## src/rtl/reg_serial_loader_if.sv

```systemverilog
// Serial host link plus register-write strobe bundle for reg_serial_loader.
// master = host/consumer side, slave = the loader itself.
interface reg_serial_loader_if;
   logic        SCLK;
   logic        SDI;
   logic        CS_N;
   logic [3:0]  Addr;
   logic [11:0] Dout;
   logic        EN;
   logic        EN_DC;
   logic        EN_AMP;
   logic        EN_FREQ;
   logic        FrameErr;

   modport master (
      output SCLK, SDI, CS_N,
      input  Addr, Dout, EN, EN_DC, EN_AMP, EN_FREQ, FrameErr
   );

   modport slave (
      input  SCLK, SDI, CS_N,
      output Addr, Dout, EN, EN_DC, EN_AMP, EN_FREQ, FrameErr
   );
endinterface

```

## src/rtl/reg_serial_loader.sv

```systemverilog
// Oversampling serial register loader: 16-bit {addr[3:0], data[11:0]} frames -> one-cycle write strobes.
// Optional build macro WR_PARITY_EN adds a trailing even-parity bit (17-bit frames).
module reg_serial_loader #(
   parameter logic [3:0] DC_ADDR   = 4'h0,
   parameter logic [3:0] AMP_ADDR  = 4'h1,
   parameter logic [3:0] FREQ_ADDR = 4'h2
) (
   input logic                Clock,
   input logic                Reset,
   reg_serial_loader_if.slave bus
);

`ifdef WR_PARITY_EN
   localparam int unsigned FRAME_BITS = 17;
`else
   localparam int unsigned FRAME_BITS = 16;
`endif
   localparam logic [4:0] FRAME_LEN = 5'(FRAME_BITS);
   localparam logic [4:0] CNT_MAX   = 5'd31;

   localparam logic [1:0] ST_IDLE  = 2'd0;
   localparam logic [1:0] ST_SHIFT = 2'd1;
   localparam logic [1:0] ST_ABORT = 2'd2;

`ifdef WR_PARITY_EN
   function automatic logic par_fold(input logic acc, input logic b);
      return acc ^ b;
   endfunction
`endif

   // Pipelines: bit0 = sync stage 1, bit1 = sync stage 2, bit2 = edge history.
   logic [2:0] sclk_pipe_q, sclk_pipe_d;
   logic [1:0] sdi_pipe_q,  sdi_pipe_d;
   logic [2:0] cs_pipe_q,   cs_pipe_d;

   logic [1:0]            state_q, state_d;
   logic [FRAME_BITS-1:0] shift_q, shift_d;
   logic [4:0]            cnt_q,   cnt_d;
   logic [3:0]            addr_q,  addr_d;
   logic [11:0]           dout_q,  dout_d;
   logic                  en_q,    en_d;
   logic                  en_dc_q, en_dc_d;
   logic                  en_amp_q, en_amp_d;
   logic                  en_freq_q, en_freq_d;
   logic                  err_q,   err_d;
`ifdef WR_PARITY_EN
   logic                  par_q,   par_d;
`endif

   logic sclk_rise;
   logic cs_rise;
   logic cs_fall;
   logic cs_low_steady;
   logic sdi_bit;
   logic frame_ok;

   assign sclk_rise     =  sclk_pipe_q[1] & ~sclk_pipe_q[2];
   assign cs_rise       =  cs_pipe_q[1]   & ~cs_pipe_q[2];
   assign cs_fall       = ~cs_pipe_q[1]   &  cs_pipe_q[2];
   assign cs_low_steady = ~cs_pipe_q[1]   & ~cs_pipe_q[2];
   assign sdi_bit       =  sdi_pipe_q[1];

`ifdef WR_PARITY_EN
   assign frame_ok = (cnt_q == FRAME_LEN) && (par_q == 1'b0);
`else
   assign frame_ok = (cnt_q == FRAME_LEN);
`endif

   // Synchronizer and edge-history shifting.
   always_comb begin
      sclk_pipe_d = {sclk_pipe_q[1:0], bus.SCLK};
      sdi_pipe_d  = {sdi_pipe_q[0],    bus.SDI};
      cs_pipe_d   = {cs_pipe_q[1:0],   bus.CS_N};
   end

   // Frame FSM, shift register, counter and output strobes.
   always_comb begin
      state_d = state_q;
      shift_d = shift_q;
      cnt_d   = cnt_q;
      addr_d  = addr_q;
      dout_d  = dout_q;
      en_d    = 1'b0;
      err_d   = 1'b0;
`ifdef WR_PARITY_EN
      par_d   = par_q;
`endif
      case (state_q)
         ST_IDLE: begin
            if (cs_fall) begin
               shift_d = '0;
               cnt_d   = 5'd0;
`ifdef WR_PARITY_EN
               par_d   = 1'b0;
`endif
               state_d = ST_SHIFT;
            end else if (cs_low_steady) begin
               // CS_N can only look steadily low in IDLE right after reset release.
               state_d = ST_ABORT;
            end else begin
               state_d = ST_IDLE;
            end
         end
         ST_SHIFT: begin
            if (cs_rise) begin
               state_d = ST_IDLE;
               if (frame_ok) begin
                  en_d   = 1'b1;
                  addr_d = shift_q[FRAME_BITS-1 -: 4];
                  dout_d = shift_q[FRAME_BITS-5 -: 12];
               end else begin
                  err_d  = 1'b1;
               end
            end else if (sclk_rise) begin
               shift_d = {shift_q[FRAME_BITS-2:0], sdi_bit};
               cnt_d   = (cnt_q == CNT_MAX) ? cnt_q : cnt_q + 5'd1;
`ifdef WR_PARITY_EN
               par_d   = par_fold(par_q, sdi_bit);
`endif
            end else begin
               state_d = ST_SHIFT;
            end
         end
         ST_ABORT: begin
            if (cs_rise) begin
               state_d = ST_IDLE;
            end else begin
               state_d = ST_ABORT;
            end
         end
         default: begin
            state_d = ST_IDLE;
         end
      endcase

      en_dc_d   = en_d && (addr_d == DC_ADDR);
      en_amp_d  = en_d && (addr_d == AMP_ADDR);
      en_freq_d = en_d && (addr_d == FREQ_ADDR);
   end

   // State registers; CS_N sync resets low so a frame in flight at release lands in ABORT.
   always_ff @(posedge Clock or negedge Reset) begin
      if (!Reset) begin
         sclk_pipe_q <= 3'b000;
         sdi_pipe_q  <= 2'b00;
         cs_pipe_q   <= 3'b000;
         state_q     <= ST_IDLE;
         shift_q     <= '0;
         cnt_q       <= 5'd0;
         addr_q      <= 4'h0;
         dout_q      <= 12'h000;
         en_q        <= 1'b0;
         en_dc_q     <= 1'b0;
         en_amp_q    <= 1'b0;
         en_freq_q   <= 1'b0;
         err_q       <= 1'b0;
`ifdef WR_PARITY_EN
         par_q       <= 1'b0;
`endif
      end else begin
         sclk_pipe_q <= sclk_pipe_d;
         sdi_pipe_q  <= sdi_pipe_d;
         cs_pipe_q   <= cs_pipe_d;
         state_q     <= state_d;
         shift_q     <= shift_d;
         cnt_q       <= cnt_d;
         addr_q      <= addr_d;
         dout_q      <= dout_d;
         en_q        <= en_d;
         en_dc_q     <= en_dc_d;
         en_amp_q    <= en_amp_d;
         en_freq_q   <= en_freq_d;
         err_q       <= err_d;
`ifdef WR_PARITY_EN
         par_q       <= par_d;
`endif
      end
   end

   assign bus.Addr     = addr_q;
   assign bus.Dout     = dout_q;
   assign bus.EN       = en_q;
   assign bus.EN_DC    = en_dc_q;
   assign bus.EN_AMP   = en_amp_q;
   assign bus.EN_FREQ  = en_freq_q;
   assign bus.FrameErr = err_q;

endmodule

```

## src/flat_wrapper.sv

```systemverilog
// flat-port wrapper written by rule: the top's interface ports become plain ports
module reg_serial_loader_flat 
#(
   parameter logic [3:0] DC_ADDR   = 4'h0,
   parameter logic [3:0] AMP_ADDR  = 4'h1,
   parameter logic [3:0] FREQ_ADDR = 4'h2
)
  (Clock, Reset, bus_SCLK, bus_SDI, bus_CS_N, bus_Addr, bus_Dout, bus_EN, bus_EN_DC, bus_EN_AMP, bus_EN_FREQ, bus_FrameErr);
  reg_serial_loader_if bus_i ();
  input logic Clock;
  input logic Reset;
  input wire logic [$bits(bus_i.SCLK)-1:0] bus_SCLK;
  input wire logic [$bits(bus_i.SDI)-1:0] bus_SDI;
  input wire logic [$bits(bus_i.CS_N)-1:0] bus_CS_N;
  output wire logic [$bits(bus_i.Addr)-1:0] bus_Addr;
  output wire logic [$bits(bus_i.Dout)-1:0] bus_Dout;
  output wire logic [$bits(bus_i.EN)-1:0] bus_EN;
  output wire logic [$bits(bus_i.EN_DC)-1:0] bus_EN_DC;
  output wire logic [$bits(bus_i.EN_AMP)-1:0] bus_EN_AMP;
  output wire logic [$bits(bus_i.EN_FREQ)-1:0] bus_EN_FREQ;
  output wire logic [$bits(bus_i.FrameErr)-1:0] bus_FrameErr;
  assign bus_i.SCLK = bus_SCLK;
  assign bus_i.SDI = bus_SDI;
  assign bus_i.CS_N = bus_CS_N;
  assign bus_Addr = bus_i.Addr;
  assign bus_Dout = bus_i.Dout;
  assign bus_EN = bus_i.EN;
  assign bus_EN_DC = bus_i.EN_DC;
  assign bus_EN_AMP = bus_i.EN_AMP;
  assign bus_EN_FREQ = bus_i.EN_FREQ;
  assign bus_FrameErr = bus_i.FrameErr;
  reg_serial_loader #(.DC_ADDR(DC_ADDR), .AMP_ADDR(AMP_ADDR), .FREQ_ADDR(FREQ_ADDR)) u_core (.Clock(Clock), .Reset(Reset), .bus(bus_i));
endmodule
```

## config.mk

```make
export PLATFORM = sky130hd
export DESIGN_NAME = reg_serial_loader_flat
export DESIGN_NICKNAME = d
export VERILOG_FILES = /design/src/rtl/reg_serial_loader_if.sv /design/src/rtl/reg_serial_loader.sv /design/src/flat_wrapper.sv
export SDC_FILE = /design/constraint.sdc
export NUM_CORES = 1
export LEC_CHECK = 0
export CAP_MARGIN = 20
export CORE_UTILIZATION = 60
export CTS_CLUSTER_SIZE = 40
export DETAILED_ROUTE_END_ITERATION = 8
export PLACE_DENSITY = 0.88
export SYNTH_ARGS = -nofsm -noshare
export SYNTH_HDL_FRONTEND = slang
export SYNTH_SLANG_ARGS = --single-unit
export TNS_END_PERCENT = 30
```

## constraint.sdc

```tcl
create_clock -name Clock -period 2.9 [get_ports Clock]
set_input_delay 0.87 -clock Clock [delete_from_list [all_inputs] [get_ports Clock]]
set_output_delay 0.87 -clock Clock [all_outputs]
set_load 0.01 [all_outputs]
```

Word level (Yosys, flattened, before mapping)
Cells that the tools add are included.
{"block": "op_classes", "n_addsub": 1, "n_mul": 0, "div": 0, "n_lt_le_gt_ge": 0, "eq_ne": 11, "shifts": 0, "mux": 24, "bitwise": 7, "reduce_logical": 9}
{"operator": "two-way mux 16 bit", "n": 3}
{"operator": "case mux 16 bit (2 select lines)", "n": 1}
{"operator": "two-way mux 5 bit", "n": 4}
{"operator": "two-way mux 4 bit", "n": 3}
{"operator": "equality test 5 bit (second input constant)", "n": 2}
{"operator": "two-way mux 2 bit", "n": 5}
{"operator": "case mux 5 bit (2 select lines)", "n": 1}
{"operator": "two-way mux 1 bit", "n": 6}
{"operator": "case mux 2 bit (3 select lines)", "n": 1}
{"operator": "adder 5 x 1 -> 5 bit (second input constant)", "n": 1}
{"operator": "AND reduction 5 bit", "n": 1}
{"operator": "AND 1 bit", "n": 4}
{"operator": "equality test 4 x 1 -> 1 bit (second input constant)", "n": 1}
{"operator": "equality test 4 x 2 -> 1 bit (second input constant)", "n": 1}
{"operator": "zero test 4 bit", "n": 1}
{"operator": "!= test 2 x 1 -> 1 bit (second input constant)", "n": 2}
{"operator": "!= test 2 bit (second input constant)", "n": 2}
{"operator": "AND reduction 4 bit", "n": 1}
{"operator": "logical AND 1 bit", "n": 3}
{"operator": "!= test 3 bit (second input constant)", "n": 1}
{"operator": "inverter 1 bit", "n": 3}
{"operator": "AND reduction 3 bit", "n": 1}
{"operator": "equality test 2 x 1 -> 1 bit (second input constant)", "n": 1}
{"operator": "equality test 2 bit (second input constant)", "n": 1}
{"operator": "other kinds (2)", "n": 2}
{"block": "totals", "regBits": 52, "latchBits": 0, "ramBits": 0, "rom_bits": 0, "in_bits": 5, "mem_count": 0}

Logic depth before layout (Yosys ltp)
{"block": "logic_depth", "ltp_word": 6, "mapped_depth": 6}

Worst setup path before layout
Ideal clock, no wire load.
{"block": "synth_timing", "path_type": "flip-flop to flip-flop", "start": "register u_core.cnt_q[0]", "end": "register u_core.cnt_q[3]", "setup_ps": 79, "t_arrival_ps": 1827, "required_time_ps": 2821, "slack_ps": 993, "stages_incl_launch_ff": 7, "n_path_buf": 0, "period_less_slack_ps": 1907, "cell_sequence": "dfrtp_1 ha_1 and3_1 ha_1 or3b_1 nor4_2 mux2i_1"}
{"block": "synth_via", "elab_chain_cells": 5}
{"item": "from (decl)", "line": "reg_serial_loader.sv:38", "rtl": "logic [4:0] cnt_q, cnt_d;"}
{"item": "from (signal assigned)", "line": "reg_serial_loader.sv:166", "rtl": "cnt_q <= cnt_d;"}
{"item": "adder 5 x 1 -> 5 bit", "line": "reg_serial_loader.sv:116", "rtl": "cnt_d = (cnt_q == CNT_MAX) ? cnt_q : cnt_q + 5'd1;"}
{"item": "two-way mux 5 bit", "line": "reg_serial_loader.sv:116"}
{"item": "two-way mux 5 bit", "line": "reg_serial_loader.sv:114", "rtl": "end else if (sclk_rise) begin"}
{"item": "two-way mux 5 bit", "line": "reg_serial_loader.sv:105", "rtl": "if (cs_rise) begin"}
{"item": "case mux 5 bit (2 select lines)", "line": "reg_serial_loader.sv:88", "rtl": "case (state_q)"}
Several ways; a longest one is shown, not always the timed one. The select of a mux whose other input is x is not followed.
A chain may end at the register's enable or synchronous reset.

Worst setup path after layout
Ends and elaborated chain as after synthesis.

==> impl_results.md <==
- First-pass GRT wire length: 7340 um
- Worst rel slew slack: 0.277
- Worst skew pair latency: 0.30 ns
- Largest family of logic cells by synthesized area: simple AND/OR/NAND/NOR gates
- Core Area: 3740 um2
- Max VDD drop: 268 uV
- Die width: 65.0 um
- Crit end category: flip-flop
- Share of cells above drive strength 1: 0.163
- Post-CTS Setup Inserts: 0
- Congestion Overflow GR: 0
- # resized after CTS: 0
- CTS tree: yes
- Met3 GRT Util: 0.0563
- Synth Area in XOR/XNOR: 0
- Multiplexer share of the synthesized area: 0.122
- Worst Setup Path Type: flip-flop to flip-flop
- Setup_tns: 0 ns
- CTS root buffer: clkbuf_8
- Register area share after synthesis: 0.546
- Adder-cell share of the synthesized area: 0.0157
- Post-DP Area: 2620 um2
- Fmax: 475 MHz
- Hold Crit Start: u_core.sclk_pipe_q[0]$_DFF_PN0_
- # DRC: 0
- Row cnt: 22
- Synth-to-Final Area Change: 13.8%
- TritonCTS buffer count: 5
- Initial core utilization: 0.637
- Max-cap viol count: 0
- RePlAce Congestion: 0.738
- Max-slew violation count: 0
- DRT antenna net count: 0
- CTS H-tree depth: 2
- Hold_ws: 0.359 ns
- Skew final: 0.00561 ns
- Synth Warn #: 0
- Clock slew at reported path FFs: 0.09 ns
- Leak Pwr: 1.23 nW
- WP data arrival: 2.34 ns
- Run status: finished, final reports clean
- Dpl hpwl: 2760 um
- Die Area: 4230 um2
- Largest net degree at the start of global routing: 53
- Design Power: 1.42 mW
- Vias in the first global route: 1,546
- CP Max Fanout: 5
- Gate Count Post-Synth: 196
- GR peak layer: met2
- Drt first pass iters: 5
- Fill count: 261
- Io pins: 26
- Worst Tran Pin Value: 1.08 ns
- Worst Path Required: 3.13 ns
- HP Class: flip-flop to flip-flop
- Routed WL: 4180 um
- Startpoint types: flip-flop
- Synth Area in Compound Gates: 0.0777
- Die Ht: 65.0 um
- DR iter-0 viols: 101
- Critical Path Start: u_core.cnt_q[0]$_DFFE_PN0P_
- Grt met1 use: 0.298
- Layout Nets: 222
- Worst reg2reg path startpoint: u_core.cnt_q[0]$_DFFE_PN0P_
- CTS max path bufs: 2
- Final Setup Violations: 0
- Antenna violations before repair: 0
- # hold bufs at CTS: 0
- Wirelength per Cell: 15.9 um
- Met2 Track Usage GR: 0.383
- Cell Area, Synth: 2380 um2
- # port buffers: 25
- Final period util: 0.726
- Diodes inserted: 0
- Power Dens Cells: 523 nW/um2
- Final worst path period need: 2.11 ns
- Syn_nets: 204
- Unique masters post-synth: 29
- Cell area after layout: 2710 um2
- RSZ-0062 raised after global routing: false
- Vias per inst: 6.09
- Synth Area in Simple Gates: 0.188
- Hold Vio Cnt, Final: 0
- Clk sinks: 52
- Yosys reg bits: 52
- Routed via count: 1,602
- Syn avg cell area: 12.2 um2
- Overall fraction of global-route tracks in use: 0.232
## where the power goes
| part | internal, mW | switching (mW) |
|---|---|---|
| Clock | 0.194 | 0.222 |
| Combinational | 0.0594 | 0.106 |
| Sequential | 0.780 | 0.0560 |
## flip-flops by register name, summed over array words and instances, names as in the netlist
register,flops
u_core.bus.EN_FREQ,1
u_core.bus.Addr,4
u_core.cs_pipe_q,3
u_core.cnt_q,5
u_core.sdi_pipe_q,2
u_core.sclk_pipe_q,3
u_core.bus.FrameErr,1
u_core.bus.EN,1
u_core.bus.EN_DC,1
u_core.state_q,2
u_core.bus.EN_AMP,1
u_core.bus.Dout,12
u_core.shift_q,16
## metrics by stage
| step | setup slack [ns] | cells | util |
|---|---|---|---|
| after floorplan | 0.993 | 196 | - |
| after global placement | 0.896 | 255 | 0.699 |
| after detailed placement | 0.841 | 255 | 0.699 |
| after CTS | 0.764 | 263 | 0.724 |
| after global routing | 0.675 | 263 | 0.724 |
| final | 0.794 | 263 | 0.724 |
## placed cells by master, fill, tap and decap left out, types with 3 or more instances in the layout
cell type / Yosys / layout
and4bb_2: 3 / 3
buf_4: 2 / 3
clkbuf_8: 0 / 6
clkdlybuf4s50_1: 0 / 24
dfrtp_1: 52 / 52
ha_1: 3 / 3
inv_1: 7 / 7
mux2_4: 16 / 16
mux2i_1: 5 / 5
nand2_1: 16 / 16
nand2b_1: 3 / 3
nand3_1: 17 / 17
nand4_1: 16 / 16
nor2b_1: 4 / 4
o21ai_0: 5 / 5
o311ai_0: 16 / 16
## worst paths after layout
check	slack, ns	endpoint	depth (start not counted)
min in group asynchronous	0.67	u_core.bus.Dout[2]$_DFFE_PN0P_	2
max in group asynchronous	1.82	u_core.shift_q[8]$_DFFE_PN0P_	2
max	0.79	u_core.cnt_q[3]$_DFFE_PN0P_	6
max reg2reg	0.79	u_core.cnt_q[3]$_DFFE_PN0P_	6
min reg2reg	0.36	u_core.sclk_pipe_q[1]$_DFF_PN0_	0
min	0.36	u_core.sclk_pipe_q[1]$_DFF_PN0_	0
## worst max-delay path: stages (launching register included)
cell,delay (ns)
dfrtp_1,0.43
ha_1,0.23
and3_1,0.19
ha_1,0.17
or3b_1,0.47
nor4_2,0.33
mux2i_1,0.22
## cells by family after synthesis
group	Yosys count
AO/OA/AOI/OAI	24
adder cells (fa/ha/maj)	3
buffers and inverters	24
flip-flops	52
multiplexers	21
AND/OR/NAND/NOR	72
## final cells by class
type	instances	area [um2]	share of cell area
clock buffers	7	86.3	0.0318
well taps	48	60.1	0.0222
repair buffers	28	268	0.0988
multi-input cells	120	962	0.355
clock inverters	1	7.51	0.00277
inverters	7	26.3	0.00969
flip-flops and latches	52	1300	0.480
## synth_stat cells, drive strengths merged
library cell,n,area [um2]
nand2,16,60.1
ha,3,37.5
clkbuf,6,22.5
o21ai,5,25.0
mux2,16,240
and2b,1,7.51
mux2i,5,50.1
nor3,3,26.3
and4bb,3,37.5
nand2b,3,18.8
nand4,16,100
nand3,18,103
buf,11,71.3
nor2b,4,25.0
or3b,2,17.5
o21bai,2,15.0
a21oi,1,5.00
nor2,2,7.51
dfrtp,52,1300
inv,7,26.3
o311ai,16,140
nor4,2,25.0
nor4b,1,15.0
and3,1,6.26
## routing by layer
metal | share of wire | wire length (um)
met1 | 0.43 | 1800
met5 | 0 | 0
met4 | 0.021 | 87
met2 | 0.49 | 2070
met3 | 0.054 | 227
Note: power is estimated with default switching activity, not from simulation.
